===== src/rtl/shift_pkg.sv =====
// Shared types for the shift arbiter: shift direction encoding and FSM states.
package shift_pkg;

    typedef enum logic [1:0] {
        SH_LSL = 2'b00,
        SH_LSR = 2'b01,
        SH_ASR = 2'b10,
        SH_ASL = 2'b11
    } shift_dir_e;

    typedef enum logic [1:0] {
        IDLE = 2'd0,
        EXEC = 2'd1,
        RESP = 2'd2
    } state_e;

endpackage


===== src/rtl/shift_core.sv =====
// Combinational multistage barrel shifter; stage i shifts by 2**i when amt[i] is set.
module shift_core
    import shift_pkg::*;
#(
    parameter int NUM_STAGE = 3,
    localparam int W        = 2 ** NUM_STAGE
) (
    input  logic [W-1:0]         data_in,
    input  logic [NUM_STAGE-1:0] amt,
    input  shift_dir_e           dir,
    output logic [W-1:0]         data_out
);

    logic [W-1:0] stage_val;

    always_comb begin
        stage_val = data_in;
        for (int unsigned i = 0; i < NUM_STAGE; i++) begin
            if (amt[i]) begin
                unique case (dir)
                    SH_LSR:  stage_val = stage_val >> (1 << i);
                    SH_ASR:  stage_val = $unsigned($signed(stage_val) >>> (1 << i));
                    default: stage_val = stage_val << (1 << i);
                endcase
            end
        end
        data_out = stage_val;
    end

endmodule


===== src/rtl/shift_arbiter.sv =====
// Round-robin arbiter feeding one shared shifter; one operation in flight at a time.
module shift_arbiter
    import shift_pkg::*;
#(
    parameter int NUM_STAGE = 3,
    parameter int NUM_REQ   = 4,
    localparam int W        = 2 ** NUM_STAGE,
    localparam int IDW      = (NUM_REQ > 1) ? $clog2(NUM_REQ) : 1
) (
    input  logic                           clk,
    input  logic                           rst_n,
    input  logic [NUM_REQ-1:0]             req_valid,
    output logic [NUM_REQ-1:0]             req_ready,
    input  logic [NUM_REQ*W-1:0]           req_data,
    input  logic [NUM_REQ*NUM_STAGE-1:0]   req_amt,
    input  logic [NUM_REQ*2-1:0]           req_dir,
    output logic                           rsp_valid,
    input  logic                           rsp_ready,
    output logic [W-1:0]                   rsp_data,
    output logic [IDW-1:0]                 rsp_id
);

    state_e               state_q, state_d;
    logic [IDW-1:0]       rr_ptr_q, rr_ptr_d;
    logic [W-1:0]         op_data_q, op_data_d;
    logic [NUM_STAGE-1:0] op_amt_q, op_amt_d;
    shift_dir_e           op_dir_q, op_dir_d;
    logic [IDW-1:0]       op_id_q, op_id_d;
    logic                 rsp_valid_q, rsp_valid_d;
    logic [W-1:0]         rsp_data_q, rsp_data_d;
    logic [IDW-1:0]       rsp_id_q, rsp_id_d;

    logic [W-1:0]         shift_res;
    logic                 win_found;
    logic [IDW-1:0]       win_idx;
    int unsigned          cand;

    // Scan from rr_ptr upward, wrapping, and keep the first valid index.
    always_comb begin
        win_found = 1'b0;
        win_idx   = '0;
        cand      = 0;
        for (int unsigned k = 0; k < NUM_REQ; k++) begin
            cand = (32'(rr_ptr_q) + k) % 32'(NUM_REQ);
            if (!win_found && req_valid[cand]) begin
                win_found = 1'b1;
                win_idx   = IDW'(cand);
            end
        end
    end

    always_comb begin
        req_ready = '0;
        if (rst_n && state_q == IDLE && win_found) begin
            req_ready[win_idx] = 1'b1;
        end
    end

    shift_core #(
        .NUM_STAGE (NUM_STAGE)
    ) u_shift_core (
        .data_in  (op_data_q),
        .amt      (op_amt_q),
        .dir      (op_dir_q),
        .data_out (shift_res)
    );

    always_comb begin
        state_d     = state_q;
        rr_ptr_d    = rr_ptr_q;
        op_data_d   = op_data_q;
        op_amt_d    = op_amt_q;
        op_dir_d    = op_dir_q;
        op_id_d     = op_id_q;
        rsp_valid_d = rsp_valid_q;
        rsp_data_d  = rsp_data_q;
        rsp_id_d    = rsp_id_q;
        unique case (state_q)
            IDLE: begin
                if (win_found) begin
                    op_data_d = req_data[int'(win_idx)*W +: W];
                    op_amt_d  = req_amt[int'(win_idx)*NUM_STAGE +: NUM_STAGE];
                    op_dir_d  = shift_dir_e'(req_dir[int'(win_idx)*2 +: 2]);
                    op_id_d   = win_idx;
                    rr_ptr_d  = (int'(win_idx) == NUM_REQ - 1) ? '0 : IDW'(win_idx + 1'b1);
                    state_d   = EXEC;
                end
            end
            EXEC: begin
                rsp_data_d  = shift_res;
                rsp_id_d    = op_id_q;
                rsp_valid_d = 1'b1;
                state_d     = RESP;
            end
            RESP: begin
                if (rsp_ready) begin
                    rsp_valid_d = 1'b0;
                    state_d     = IDLE;
                end
            end
            default: begin
                rsp_valid_d = 1'b0;
                state_d     = IDLE;
            end
        endcase
    end

    always_ff @(posedge clk or negedge rst_n) begin
        if (!rst_n) begin
            state_q     <= IDLE;
            rr_ptr_q    <= '0;
            op_data_q   <= '0;
            op_amt_q    <= '0;
            op_dir_q    <= SH_LSL;
            op_id_q     <= '0;
            rsp_valid_q <= 1'b0;
            rsp_data_q  <= '0;
            rsp_id_q    <= '0;
        end else begin
            state_q     <= state_d;
            rr_ptr_q    <= rr_ptr_d;
            op_data_q   <= op_data_d;
            op_amt_q    <= op_amt_d;
            op_dir_q    <= op_dir_d;
            op_id_q     <= op_id_d;
            rsp_valid_q <= rsp_valid_d;
            rsp_data_q  <= rsp_data_d;
            rsp_id_q    <= rsp_id_d;
        end
    end

    assign rsp_valid = rsp_valid_q;
    assign rsp_data  = rsp_data_q;
    assign rsp_id    = rsp_id_q;

endmodule


===== config.mk =====
export PLATFORM = sky130hd
export DESIGN_NAME = shift_arbiter
export DESIGN_NICKNAME = d
export VERILOG_FILES = /design/src/rtl/shift_pkg.sv /design/src/rtl/shift_core.sv /design/src/rtl/shift_arbiter.sv
export SDC_FILE = /design/constraint.sdc
export NUM_CORES = 1
export LEC_CHECK = 0
export CORE_MARGIN = 2
export CORE_UTILIZATION = 47
export DETAILED_ROUTE_END_ITERATION = 16
export PLACE_DENSITY = 0.8
export SETUP_SLACK_MARGIN = 0.1
export SLEW_MARGIN = 10
export SYNTH_ARGS = -nofsm -noshare
export SYNTH_HDL_FRONTEND = slang
export SYNTH_HIERARCHICAL = 1
export SYNTH_SLANG_ARGS = --single-unit

===== constraint.sdc =====
create_clock -name clk -period 2.5 [get_ports clk]
set_input_delay 0.5 -clock clk [delete_from_list [all_inputs] [get_ports clk]]
set_output_delay 0.5 -clock clk [all_outputs]
set_load 0.03 [all_outputs]

==> flow_metrics.env, run 1 <==
export IMPL_status="finished, final reports clean"
export IMPL_clkTransAtPathRegs_ps=60
export IMPL_grtUsageMet2=0.414
export IMPL_cts_max_level=2
export IMPL_grt_first_pass_wirelength_microns=10300
export IMPL_cp_top_family="buffers and inverters"
export IMPL_worst_ep_arrival_time_ps=1880
export IMPL_power_frac_clock=0.092
export IMPL_critical_path_class="input pin to primary output"
export IMPL_internal_power_mw=2.32
export IMPL_path_cells="dlygate4sd2_1, buf_6, a21o_1, a21oi_2, o22ai_2, inv_2, ha_4, and3_4, buf_6"
export IMPL_drive_above_1_share=0.210
export IMPL_antenna_left=0
export IMPL_grt_util_met1=0.295
export IMPL_cap_violations=0
export IMPL_drt_initial_drc_count=134
export IMPL_r2r_slack_ps=220
export IMPL_critical_path_max_stage_delay_ps=240
export IMPL_crit_fanout=4
export IMPL_ys_warn_count=6
export IMPL_finalHoldViolCount=0
export IMPL_regToRegStartpoint="op_dir_q[0]"
export IMPL_synthCells=255
export IMPL_tritoncts="yes"
export IMPL_setup_tns_ps=0
export IMPL_root_buffer="clkbuf_8"
export IMPL_fin_crit_sh=0.950
export IMPL_syn_area_sq_mm=0.00239
export IMPL_start_util=0.496
export IMPL_fp_row_count=25
export IMPL_grt_total_usage=0.237
export IMPL_r2r_end="rsp_data[5]"
export IMPL_maxSlewViolCount=0
export IMPL_whs_endpoint="op_id_q[0]"
export IMPL_cp_end_kind="primary output"
export IMPL_area_growth_pct=42.0
export IMPL_overflow=0
export IMPL_sequentialPowerShare=0.251
export IMPL_rsz0062_at_grt="false"
export IMPL_ios=74
export IMPL_dpl_hpwl_microns=4440
export IMPL_slowest_stage="dlygate4sd2_1"
export IMPL_clkSinkCount=30
export IMPL_grt_busiest_layer="met2"
export IMPL_diodes=0
export IMPL_synth_edf_count=0
export IMPL_fin_crit_ps=2380
export IMPL_core_area_sq_mm=0.00482
export IMPL_finalPower_mw=4.27
export IMPL_ys_async_sr_fraction=1.00
export IMPL_worst_pin_slew_ps=840
export IMPL_post_drt_wl_per_cell_microns=15.6
export IMPL_drc=0
export IMPL_hold_path_class="flop to flop"
export IMPL_finalNetCount=400
export IMPL_max_freq_mhz=421
export IMPL_synthesis_nets=318
export IMPL_post_drt_via_cell_ratio=5.67
export IMPL_grt_pass1_vias=2234
export IMPL_grt_use_met3=0.0529
export IMPL_cts_hold_buf=0
export IMPL_skew_ps=5.57
export IMPL_setup_violations=0
export IMPL_pwr_share_comb=0.657
export IMPL_instances_no_fill=405
export IMPL_drt_pre_antenna_iters=4
export IMPL_synth_flop_cell="dfrtp_1"
export IMPL_worstHoldPathCells=2
export IMPL_ys_top_cells_by_area="dfrtp_1 31%, mux2i_1 12%, nor3_1 6.1%"
export IMPL_hp_start="op_id_q[0]"
export IMPL_r2r_cells=9
export IMPL_grt_max_degree=47
export IMPL_max_slew_margin=0.440
export IMPL_ys_seq_area_frac=0.314
export IMPL_switchingPower_mw=1.95
export IMPL_yosysTopAreaCell="dfrtp_1"
export IMPL_antenna_found_initial=0
export IMPL_synth_avg_cell_area_sq_um=9.38
export IMPL_nFillCells=386
export IMPL_die_x_microns=75.3
export IMPL_dpl_cell_count=391
export IMPL_p_sw_frac=0.457
export IMPL_ir_drop_mv=0.642
export IMPL_clk_path_buf_depth=2
export IMPL_wirelength_microns=6330
export IMPL_required_ps=2000
export IMPL_yosysUniqueCellTypes=60
export IMPL_design_die_area_sq_mm=0.00567
export IMPL_critPathLaunchType="input pin"
export IMPL_netlist_area_leader_share=0.314
export IMPL_path_common_cell="buf_6"
export IMPL_io_buffers=73
export IMPL_synthTopCellsByCount="30 x dfrtp_1, 29 x mux2i_1, 29 x nor3_1"
export IMPL_critPathBufInv=4
export IMPL_gp_congestion=0.908
export IMPL_die_height_microns=75.3
export IMPL_p_per_area_mw_per_mm2=1260
export IMPL_ys_ff_latch=30
export IMPL_synth_most_common_cell="dfrtp_1"
export IMPL_power_leakage_nw=1.54
export IMPL_cts_buffers=5
export IMPL_dr_total_vias=2295
export IMPL_insertion_delay_ps=280
-- layout make-up --
cell class | instances | area (sq um) | share of cell area
clock buffer | 7 | 86.3 | 0.0254
clock inverter | 1 | 5.00 | 0.00147
inverter | 11 | 43.8 | 0.0129
multi-input combinational | 194 | 1530 | 0.449
sequential | 30 | 752 | 0.221
tap | 67 | 83.8 | 0.0247
timing repair buffer | 95 | 900 | 0.265
-- sequential cells by signal (all words and copies together) (netlist names), 2 cells and up --
register and flops:
op_data_q 8, state_q 2, op_dir_q 2, rsp_id 2, op_amt_q 3, rr_ptr_q 2, rsp_data 8, op_id_q 2
-- timing repair --
| action | CTS | global route |
|---|---|---|
| resized for setup | 11 | 11 |
| buffers inserted | 3 | 3 |
| hold endpoints to repair | 0 | 0 |
| setup endpoints to repair | 4 | 8 |
| pin swaps | 5 | 4 |
-- per-stage QoR --
step	utilization	worst slack (ps)	hold WS, ps	cell area (sq um)
after floorplan	-	251	204	2400
after global placement	0.662	-77.4	462	3190
after detailed placement	0.662	-125	468	3190
after CTS	0.692	110	483	3330
after global routing	0.705	64.2	516	3400
final	0.705	125	483	3400
-- worst reg2reg max path: cells and delay by family (launching register included) --
family | cells | cell delay, ps
DFF | 1 | 410
AOI/OAI and AO/OA | 3 | 540
buffers and inverters | 2 | 260
adders and majority gates | 1 | 320
muxes | 1 | 250
and+or+nand+nor | 2 | 380
-- cells in the final DEF (no fill, tap or decap), drive strengths merged, types with 2 or more instances in the layout --
master | Yosys | layout
clkdlybuf4s50 | 0 | 65
dfrtp | 30 | 30
nor3 | 30 | 30
mux2i | 29 | 29
buf | 15 | 26
nand2 | 17 | 17
a211o | 13 | 13
o21ai | 12 | 12
mux2 | 11 | 11
inv | 11 | 11
nor2b | 10 | 10
nor2 | 9 | 9
a21oi | 7 | 7
clkbuf | 5 | 7
and3 | 4 | 4
ha | 4 | 4
a211oi | 3 | 3
o22ai | 3 | 3
nand3 | 3 | 3
a21o | 2 | 2
o21a | 2 | 2
dlygate4sd2 | 0 | 2
dlymetal6s2s | 0 | 2
a31oi | 2 | 2
a221oi | 2 | 2
and2 | 2 | 2
o22a | 2 | 2
o32ai | 2 | 2
nand2b | 2 | 2
nor4 | 2 | 2
a311oi | 2 | 2
o21ba | 2 | 2
o311a | 2 | 2
o311ai | 2 | 2
-- worst max path at each step --
| stage | from | end | cells after the start |
|---|---|---|---|
| finish | req_valid[0] | req_ready[3] | 9 |
| global route | req_valid[1] | req_ready[3] | 7 |
| CTS | req_valid[3] | req_ready[2] | 7 |
| detailed placement | req_valid[1] | req_ready[3] | 7 |
| global placement | req_valid[1] | req_ready[3] | 7 |
| floorplan | req_valid[0] | req_ready[3] | 7 |
-- layer usage --
| layer | routed length (microns) | vias to the layer above |
|---|---|---|
| met5 | 0 | - |
| met4 | 172 | 0 |
| met3 | 277 | 17 |
| met2 | 3200 | 62 |
| met1 | 2670 | 1092 |
| li1 | - | 1124 |
-- power by group through the flow --
stage          Sequential, mW  Combinational (mW)  Clock [mW]
3_3_place_gp             1.05                2.55           0
2_1_floorplan            1.08                1.93           0
3_5_place_dp             1.06                2.61           0
4_1_cts                  1.05                2.68       0.401
6_report                 1.07                2.80       0.393
5_1_grt                  1.12                3.06       0.418
-- cells by family (layout without fill, tap and decap cells) --
family | count (synthesis) | in the layout | share of synthesized area
mux | 40 | 40 | 0.175
compound gates | 67 | 67 | 0.233
simple gates | 83 | 83 | 0.179
buf+inv | 31 | 114 | 0.0780
flops | 30 | 30 | 0.314
fa+ha+maj | 4 | 4 | 0.0209
(Power assumes the default switching activity.)
==> inputs of run 2 (changes only) <==
PLACE_DENSITY = 0.9   (was 0.8)
==> run 2 against run 1 <==
  * Critical endpoint unchanged
  * Die area did not move
  * Routed wire length rose by 0.96%
  * Final area fell by 0.55%
  * Critical path type is now flop to primary output
  * Critical path depth fell by 3
  * Via count rose by 1.4%
  * Largest cell class unchanged
==> flow_metrics.env, run 2 (synthesis gave the netlist of run 1 again) <==
export IMPL_area_growth_pct=41.2
export IMPL_regToRegStartpoint="op_dir_q[0]"
export IMPL_dr_total_vias=2328
export IMPL_die_height_microns=75.3
export IMPL_grtUsageMet2=0.430
export IMPL_cp_top_family="flip-flops"
export IMPL_post_drt_wl_per_cell_microns=15.9
export IMPL_grt_use_met3=0.0595
export IMPL_setup_violations=0
export IMPL_critical_path_class="flop to primary output"
export IMPL_post_drt_via_cell_ratio=5.81
export IMPL_setup_tns_ps=0
export IMPL_multiInputGateArea_sq_mm=0.00150
export IMPL_fin_crit_ps=2390
export IMPL_r2r_end="rsp_data[5]"
export IMPL_grt_total_usage=0.243
export IMPL_finalHoldViolCount=0
export IMPL_cap_violations=0
export IMPL_finalNetCount=396
export IMPL_nFillCells=365
export IMPL_cp_end_kind="primary output"
export IMPL_clkSinkCount=30
export IMPL_fin_crit_sh=0.956
export IMPL_grt_util_met1=0.294
export IMPL_fin_ws_ps=109
export IMPL_worst_pin_slew_ps=863
export IMPL_diodes=0
export IMPL_drt_initial_drc_count=192
export IMPL_ir_drop_mv=0.603
export IMPL_whs_ps=474
export IMPL_drt_pre_antenna_iters=4
export IMPL_hold_path_class="flop to flop"
export IMPL_register_area_sq_um=752
export IMPL_drive_above_1_share=0.192
export IMPL_layout_common_cells="65 x clkdlybuf4s50_1, 29 x mux2i_1, 29 x dfrtp_1, 28 x nor3_1, 19 x buf_4"
export IMPL_grt_pass1_vias=2225
export IMPL_worstHoldPathCells=2
export IMPL_critPathLaunchType="flop"
export IMPL_p_per_area_mw_per_mm2=1280
export IMPL_required_ps=2000
export IMPL_io_buffers=73
export IMPL_clk_path_buf_depth=2
export IMPL_core_area_sq_mm=0.00482
export IMPL_tritoncts="yes"
export IMPL_gp_congestion=0.897
export IMPL_final_area_sq_mm=0.00338
export IMPL_status="finished, final reports clean"
export IMPL_antenna_left=0
export IMPL_crit_fanout=5
export IMPL_cts_buffers=5
export IMPL_dpl_cell_count=389
export IMPL_instances_no_fill=401
export IMPL_post_dp_cell_area_sq_mm=0.00317
export IMPL_wirelength_microns=6390
export IMPL_hp_start="op_id_q[1]"
export IMPL_whs_endpoint="op_id_q[1]"
export IMPL_overflow=0
export IMPL_r2r_slack_ps=220
export IMPL_grt_busiest_layer="met2"
export IMPL_max_slew_margin=0.424
export IMPL_grt_first_pass_wirelength_microns=10500
export IMPL_grt_max_degree=47
export IMPL_skew_ps=5.16
export IMPL_power_leakage_nw=1.53
export IMPL_path_cells="mux2_4, o221ai_4, inv_2, ha_1, and3_1, buf_4"
export IMPL_ios=74
export IMPL_max_freq_mhz=418
export IMPL_dpl_hpwl_microns=4580
export IMPL_start_util=0.496
export IMPL_clkTransAtPathRegs_ps=60
export IMPL_fp_row_count=25
export IMPL_final_common_cell="clkdlybuf4s50_1"
export IMPL_rsz0062_at_grt="true"
export IMPL_final_util=0.701
export IMPL_antenna_found_initial=0
export IMPL_design_die_area_sq_mm=0.00567
export IMPL_critPathBufInv=2
export IMPL_root_buffer="clkbuf_8"
export IMPL_critical_path_max_stage_delay_ps=440
export IMPL_cts_max_level=2
export IMPL_insertion_delay_ps=280
export IMPL_dp_slack_ps=-561
export IMPL_finalPower_mw=4.33
export IMPL_die_x_microns=75.3
export IMPL_slowest_stage="dfrtp_2"
export IMPL_worst_ep_arrival_time_ps=1890
export IMPL_r2r_cells=9
export IMPL_maxSlewViolCount=0
export IMPL_drc=0
==> run 2: metal layers <==
layer	vias up	part of all wire
met4	0	0.022
met2	90	0.51
li1	1116	-
met3	17	0.066
met1	1105	0.41
met5	-	0
==> run 2: area by class of cell <==
type,instances,share of cell area
Multi-Input combinational cell,194,0.443
Timing Repair Buffer,91,0.265
Sequential cell,30,0.223
Clock buffer,8,0.0326
Tap cell,67,0.0248
Inverter,11,0.0122
==> run 2: timing repair <==
item	in CTS	in global routing
pin swaps	2	2
gates resized for setup	15	11
endpoints found under the setup margin	8	5
hold buffers	0	0
buffers inserted	3	0
cloned	1	0
==> run 2: worst max path at each step <==
stage / startpoint / to / slack (ps) / cells past startpoint
finish: rr_ptr_q[1] / req_ready[3] / 110 / 6
global route: rr_ptr_q[1] / req_ready[3] / 60 / 6
CTS: req_valid[1] / req_ready[3] / 60 / 7
detailed placement: req_valid[1] / req_ready[3] / -560 / 8
global placement: req_valid[0] / req_ready[3] / -490 / 7
floorplan: req_valid[0] / req_ready[3] / 250 / 7
==> run 2: power by group <==
| part | leakage, nW | switching (mW) | internal (mW) | total [mW] |
|---|---|---|---|---|
| Combinational | 1.11 | 1.44 | 1.37 | 2.80 |
| Clock | 0.0575 | 0.183 | 0.278 | 0.461 |
| Sequential | 0.370 | 0.342 | 0.729 | 1.07 |
| Total | 1.53 | 1.96 | 2.37 | 4.33 |
==> run 2: worst min-delay path, stage by stage (launching register included) <==
cell and delay (ps):
dfrtp_1 340, nand2_1 40, o21ai_0 60
==> edit 1, RTL diff (config.mk and constraints of run 2) <==
Take the reset off `op_data_q` and `rsp_data_q` and load them in a clocked block of their own.
--- a/src/rtl/shift_arbiter.sv
+++ b/src/rtl/shift_arbiter.sv
@@ -109,24 +109,25 @@
         if (!rst_n) begin
             state_q     <= IDLE;
             rr_ptr_q    <= '0;
-            op_data_q   <= '0;
             op_amt_q    <= '0;
             op_dir_q    <= SH_LSL;
             op_id_q     <= '0;
             rsp_valid_q <= 1'b0;
-            rsp_data_q  <= '0;
             rsp_id_q    <= '0;
         end else begin
             state_q     <= state_d;
             rr_ptr_q    <= rr_ptr_d;
-            op_data_q   <= op_data_d;
             op_amt_q    <= op_amt_d;
             op_dir_q    <= op_dir_d;
             op_id_q     <= op_id_d;
             rsp_valid_q <= rsp_valid_d;
-            rsp_data_q  <= rsp_data_d;
             rsp_id_q    <= rsp_id_d;
         end
+    end
+
+    always_ff @(posedge clk) begin
+        op_data_q  <= op_data_d;
+        rsp_data_q <= rsp_data_d;
     end
 
     assign rsp_valid = rsp_valid_q;
Function: differs if rst_n is asserted again (counterexample within 4 cycles, from zero or initial values and one cycle with rst_n low); with rst_n held inactive, the same outputs for 4 cycles.
==> edit 1 against run 2 <==
Clock skew up 0.0034 ns; worst hold slack improved by 0.0019 ns; die area down 3.2%; wire length is 11% lower; synthesized area is 3.3% lower; sequential cell count unchanged; clock power is essentially flat; final area down 1.0%; setup slack got worse by 0.022 ns; power decreased by 0.71%; largest power group unchanged.
==> edit 1: results <==
pwr:
  p_leak_uw: 0.00139
  peakVddDrop_v: 0.000596
synthesis:
  synth_fa_ha_area_share_pct: 2.17
  synth_compound_area_share_pct: 26.0
  synth_flop_cell: "edfxtp_1"
  async_flop_share_pct: 46.7
  synth_area_leaders: "edfxtp_1 (21%), dfrtp_1 (15%), mux2i_1 (9.1%)"
  postSynthAreaPerCell_sq_um: 9.63
  synth_seq_area_share_pct: 36.0
  synth-edff-count: 16
setup_path:
  crit_arrival_ns: 1.91
finish:
  fill_cells: 360
  drive_above_1_share_pct: 18.2
  nets: 387
place:
  placed_area_sq_mm: 0.00311
  gp_congestion: 0.939
  placed_cells: 377
  place_worst_setup_slack_ns: -0.657
  detailed_place_hpwl_um: 4240
drt:
  drt_iter0_drc: 157
  wirelength_um: 5710
  post_drt_wl_per_cell_um: 14.6
global_route:
  met3_usage_pct: 4.47
  grt_start_max_net_pins: 28
  use_met2_pct: 37.8
  grt_pass1_vias: 2034
  grt_first_pass_wirelength_um: 9290
  grt.total_usage_pct: 22.1
status:
  status: "finished clean"
timing:
  tightest_slew_ns: 0.801
-- edit 1: power by group --
group | leakage, uW | switching, uW | internal, uW
sequential | 0.000323 | 302 | 869
combinational | 0.00101 | 1390 | 1280
clock | 0.0000566 | 177 | 284
total | 0.00139 | 1860 | 2440
-- edit 1: metal layers --
metal  wire, um  vias to the layer above
met5          0                        -
met4         97                        0
met3        358                        9
met2       2850                      103
met1       2410                     1035
li1           -                     1075
-- edit 1: path summary, 6_finish.rpt --
check | cells after the start | from | to | slack (ns)
min | 2 | op_id_q[1] | op_id_q[1] | 0.48
max in group asynchronous | 2 | rst_n | rr_ptr_q[1] | 1.75
min reg2reg | 2 | op_id_q[1] | op_id_q[1] | 0.48
max reg2reg | 7 | op_dir_q[0] | rsp_data[5] | 0.23
min in group asynchronous | 2 | rst_n | op_amt_q[0] | 0.56
max | 7 | req_valid[1] | req_ready[1] | 0.09
-- edit 1: what timing repair did --
action / in CTS / in global routing
resized for setup: 18 / 10
cloned: 1 / 0
setup buffers: 4 / 2
pin swaps: 3 / 2
setup endpoints to repair: 5 / 8
-- edit 1: critical path, stage by stage --
cell and delay [ns]:
clkdlybuf4s15_1 0.27, a21boi_1 0.33, o221ai_4 0.19, buf_12 0.16
buf_4 0.14, nor3_2 0.14, buf_4 0.18
-- edit 1: area by class of cell --
type	instances	area, sq um	share of cell area (%)
multi-input cells	181	1340	40.1
repair buffers	94	928	27.8
flip-flops and latches	30	832	24.9
clock buffers	8	111	3.33
well taps	67	83.8	2.51
inverters	12	45.0	1.35
==> edit 2, RTL diff (flow settings as in run 2) <==
Made on the original files. `NUM_STAGE` is set to 3 in 2 places; all go to 2.
--- a/src/rtl/shift_core.sv
+++ b/src/rtl/shift_core.sv
@@ -2,7 +2,7 @@
 module shift_core
     import shift_pkg::*;
 #(
-    parameter int NUM_STAGE = 3,
+    parameter int NUM_STAGE = 2,
     localparam int W        = 2 ** NUM_STAGE
 ) (
     input  logic [W-1:0]         data_in,
--- a/src/rtl/shift_arbiter.sv
+++ b/src/rtl/shift_arbiter.sv
@@ -2,7 +2,7 @@
 module shift_arbiter
     import shift_pkg::*;
 #(
-    parameter int NUM_STAGE = 3,
+    parameter int NUM_STAGE = 2,
     parameter int NUM_REQ   = 4,
     localparam int W        = 2 ** NUM_STAGE,
     localparam int IDW      = (NUM_REQ > 1) ? $clog2(NUM_REQ) : 1
Interface: changed (resized req_amt, req_data and rsp_data); port bits go from 74 to 50. No check against the original RTL was run, so the function may have changed too.
==> edit 2 against run 2 <==
The run now ends with design-rule violations left; sequential share of layout area rose by 4.4 points; wire length fell by 45%; setup slack improved by 0.042 ns; sequential power down 37%; sequential cell count is 9 lower; power shrank 49%; final area is 41% lower; global-route usage fell by 2.4 points; synthesized area shrank 41%; highest routed layer unchanged.
==> edit 2: results <==
clock_tree:
  cts_max_path_buffers: 2
  clkLatencyLatePin_ns: 0.31
  cts-htree-levels: 1
  cts_made_buffers: 3
  cts-root-buf: "clkbuf_4"
  clkSlewWorstSetupHoldPaths_ns: 0.11
setup_path:
  reg2reg_setup_slack_ns: 0.57
  startpoint: "rr_ptr_q[1]"
  critPathLaunchType: "flop"
  crit_arrival_ns: 1.85
  cp_max_fo: 6
status:
  status: "finished with violations"
  failed_checks: "design-rule violations"
drt:
  route.detailed.drc: 1
  drt_iter0_drc: 49
  first_pass_iters: 10
  vias_per_cell: 5.95
  post_drt_wl_per_cell_um: 15.4
place:
  placed_area_sq_mm: 0.00193
  portBuffers: 49
  gp_congestion: 0.851
  detailed_place_hpwl_um: 2690
synthesis:
  synth.net_count: 190
  yosys_warnings: 6
  synth.distinct_cells: 36
  synthMuxAreaShare_pct: 18.2
  synth_seq_area_share_pct: 37.1
  synth_common_cells: "dfrtp_1 (21), mux2i_1 (19), nor3_1 (19), nand2_1 (11), inv_1 (9)"
  synth_compound_area_share_pct: 17.8
  synth_fa_ha_area_share_pct: 3.53
  synth_area_leaders: "dfrtp_1 (37%), mux2i_1 (13%), nor3_1 (6.7%)"
  synth_xor_area_share_pct: 0
  async_flop_share_pct: 100
worst_hold_path:
  hp-class: "flop to flop"
  worstHoldStart: "rsp_valid"
finish:
  diodes: 0
  fill_cells: 214
  drive_above_1_share_pct: 18.6
  nets: 243
global_route:
  grt_start_max_net_pins: 31
  grt_first_pass_wirelength_um: 5770
  grt_pass1_vias: 1371
  grt.total_usage_pct: 21.9
pwr:
  p_leak_uw: 0.000949
  peakVddDrop_v: 0.000454
timing:
  finClkSkew_ns: 0.00152
  slew_headroom_pct: 60.7
[edit 2: cell count changes after synthesis, moves of 6 or more]
| cell | delta |
|---|---|
| nor3_1 | -10 |
| mux2i_1 | -10 |
| nand2_1 | -6 |
| nor2b_1 | -8 |
| dfrtp_1 | -9 |
| o21ai_0 | -6 |
[edit 2: stage by stage]
stage / setup slack, ns / hold WS, ns / power, uW / instances
detailed placement: -0.147 / 0.468 / 2000 / 225
CTS: 0.104 / 0.493 / 2170 / 229
global placement: -0.0762 / 0.456 / 1910 / 225
floorplan: 0.202 / 0.204 / 1640 / 147
global route: 0.0750 / 0.503 / 2370 / 230
finish: 0.151 / 0.488 / 2220 / 230
[edit 2: power by group]
part | switching (uW) | internal (uW) | total [uW] | leakage (uW)
registers | 165 | 505 | 671 | 0.000259
clock network | 102 | 62.4 | 164 | 0.0000150
logic | 734 | 651 | 1380 | 0.000675
[edit 2: critical path, cell delays in order (launching register included)]
cell and delay, ns:
dfrtp_2 0.47, mux2i_1 0.15, a221o_1 0.38, buf_4 0.16, nor3_2 0.19, buf_4 0.19
[edit 2: logic make-up after synthesis]
logic type               count (synthesis)
AND/OR/NAND/NOR                         41
AO/OA/AOI/OAI                           35
multiplexers                            25
buffers and inverters                   21
flip-flops                              21
adder cells (fa/ha/maj)                  4
[edit 2: timing repair]
action,4_1_cts,5_1_grt
pin swaps,3,0
setup buffers,0,1
setup endpoints to repair,4,4
hold buffers,0,0
gates resized for setup,8,6
[edit 2: layout make-up]
cell class                 count  area, sq um  share of cell area, %
clock buffer                   4         26.3                   1.33
inverter                      10         37.5                   1.90
multi-input combinational    105          787                   39.8
sequential                    21          527                   26.6
tap                           31         38.8                   1.96
timing repair buffer          59          561                   28.4
[edit 2: worst paths after layout]
check | endpoint | cells after the start
max in group asynchronous | rr_ptr_q[1] | 2
setup reg to reg | op_amt_q[1] | 7
hold / removal | rsp_valid | 1
setup / recovery | req_ready[1] | 5
min in group asynchronous | op_data_q[2] | 2
hold reg to reg | rsp_valid | 1
[edit 2: layer usage]
metal | share of wire (%) | up-vias | global-route usage (%)
met4 | 2.9 | 0 | 12.3
met2 | 52 | 71 | 38.6
met1 | 39 | 642 | 24.6
li1 | - | 642 | -
met5 | 0 | - | 0
met3 | 5.8 | 13 | 3.96
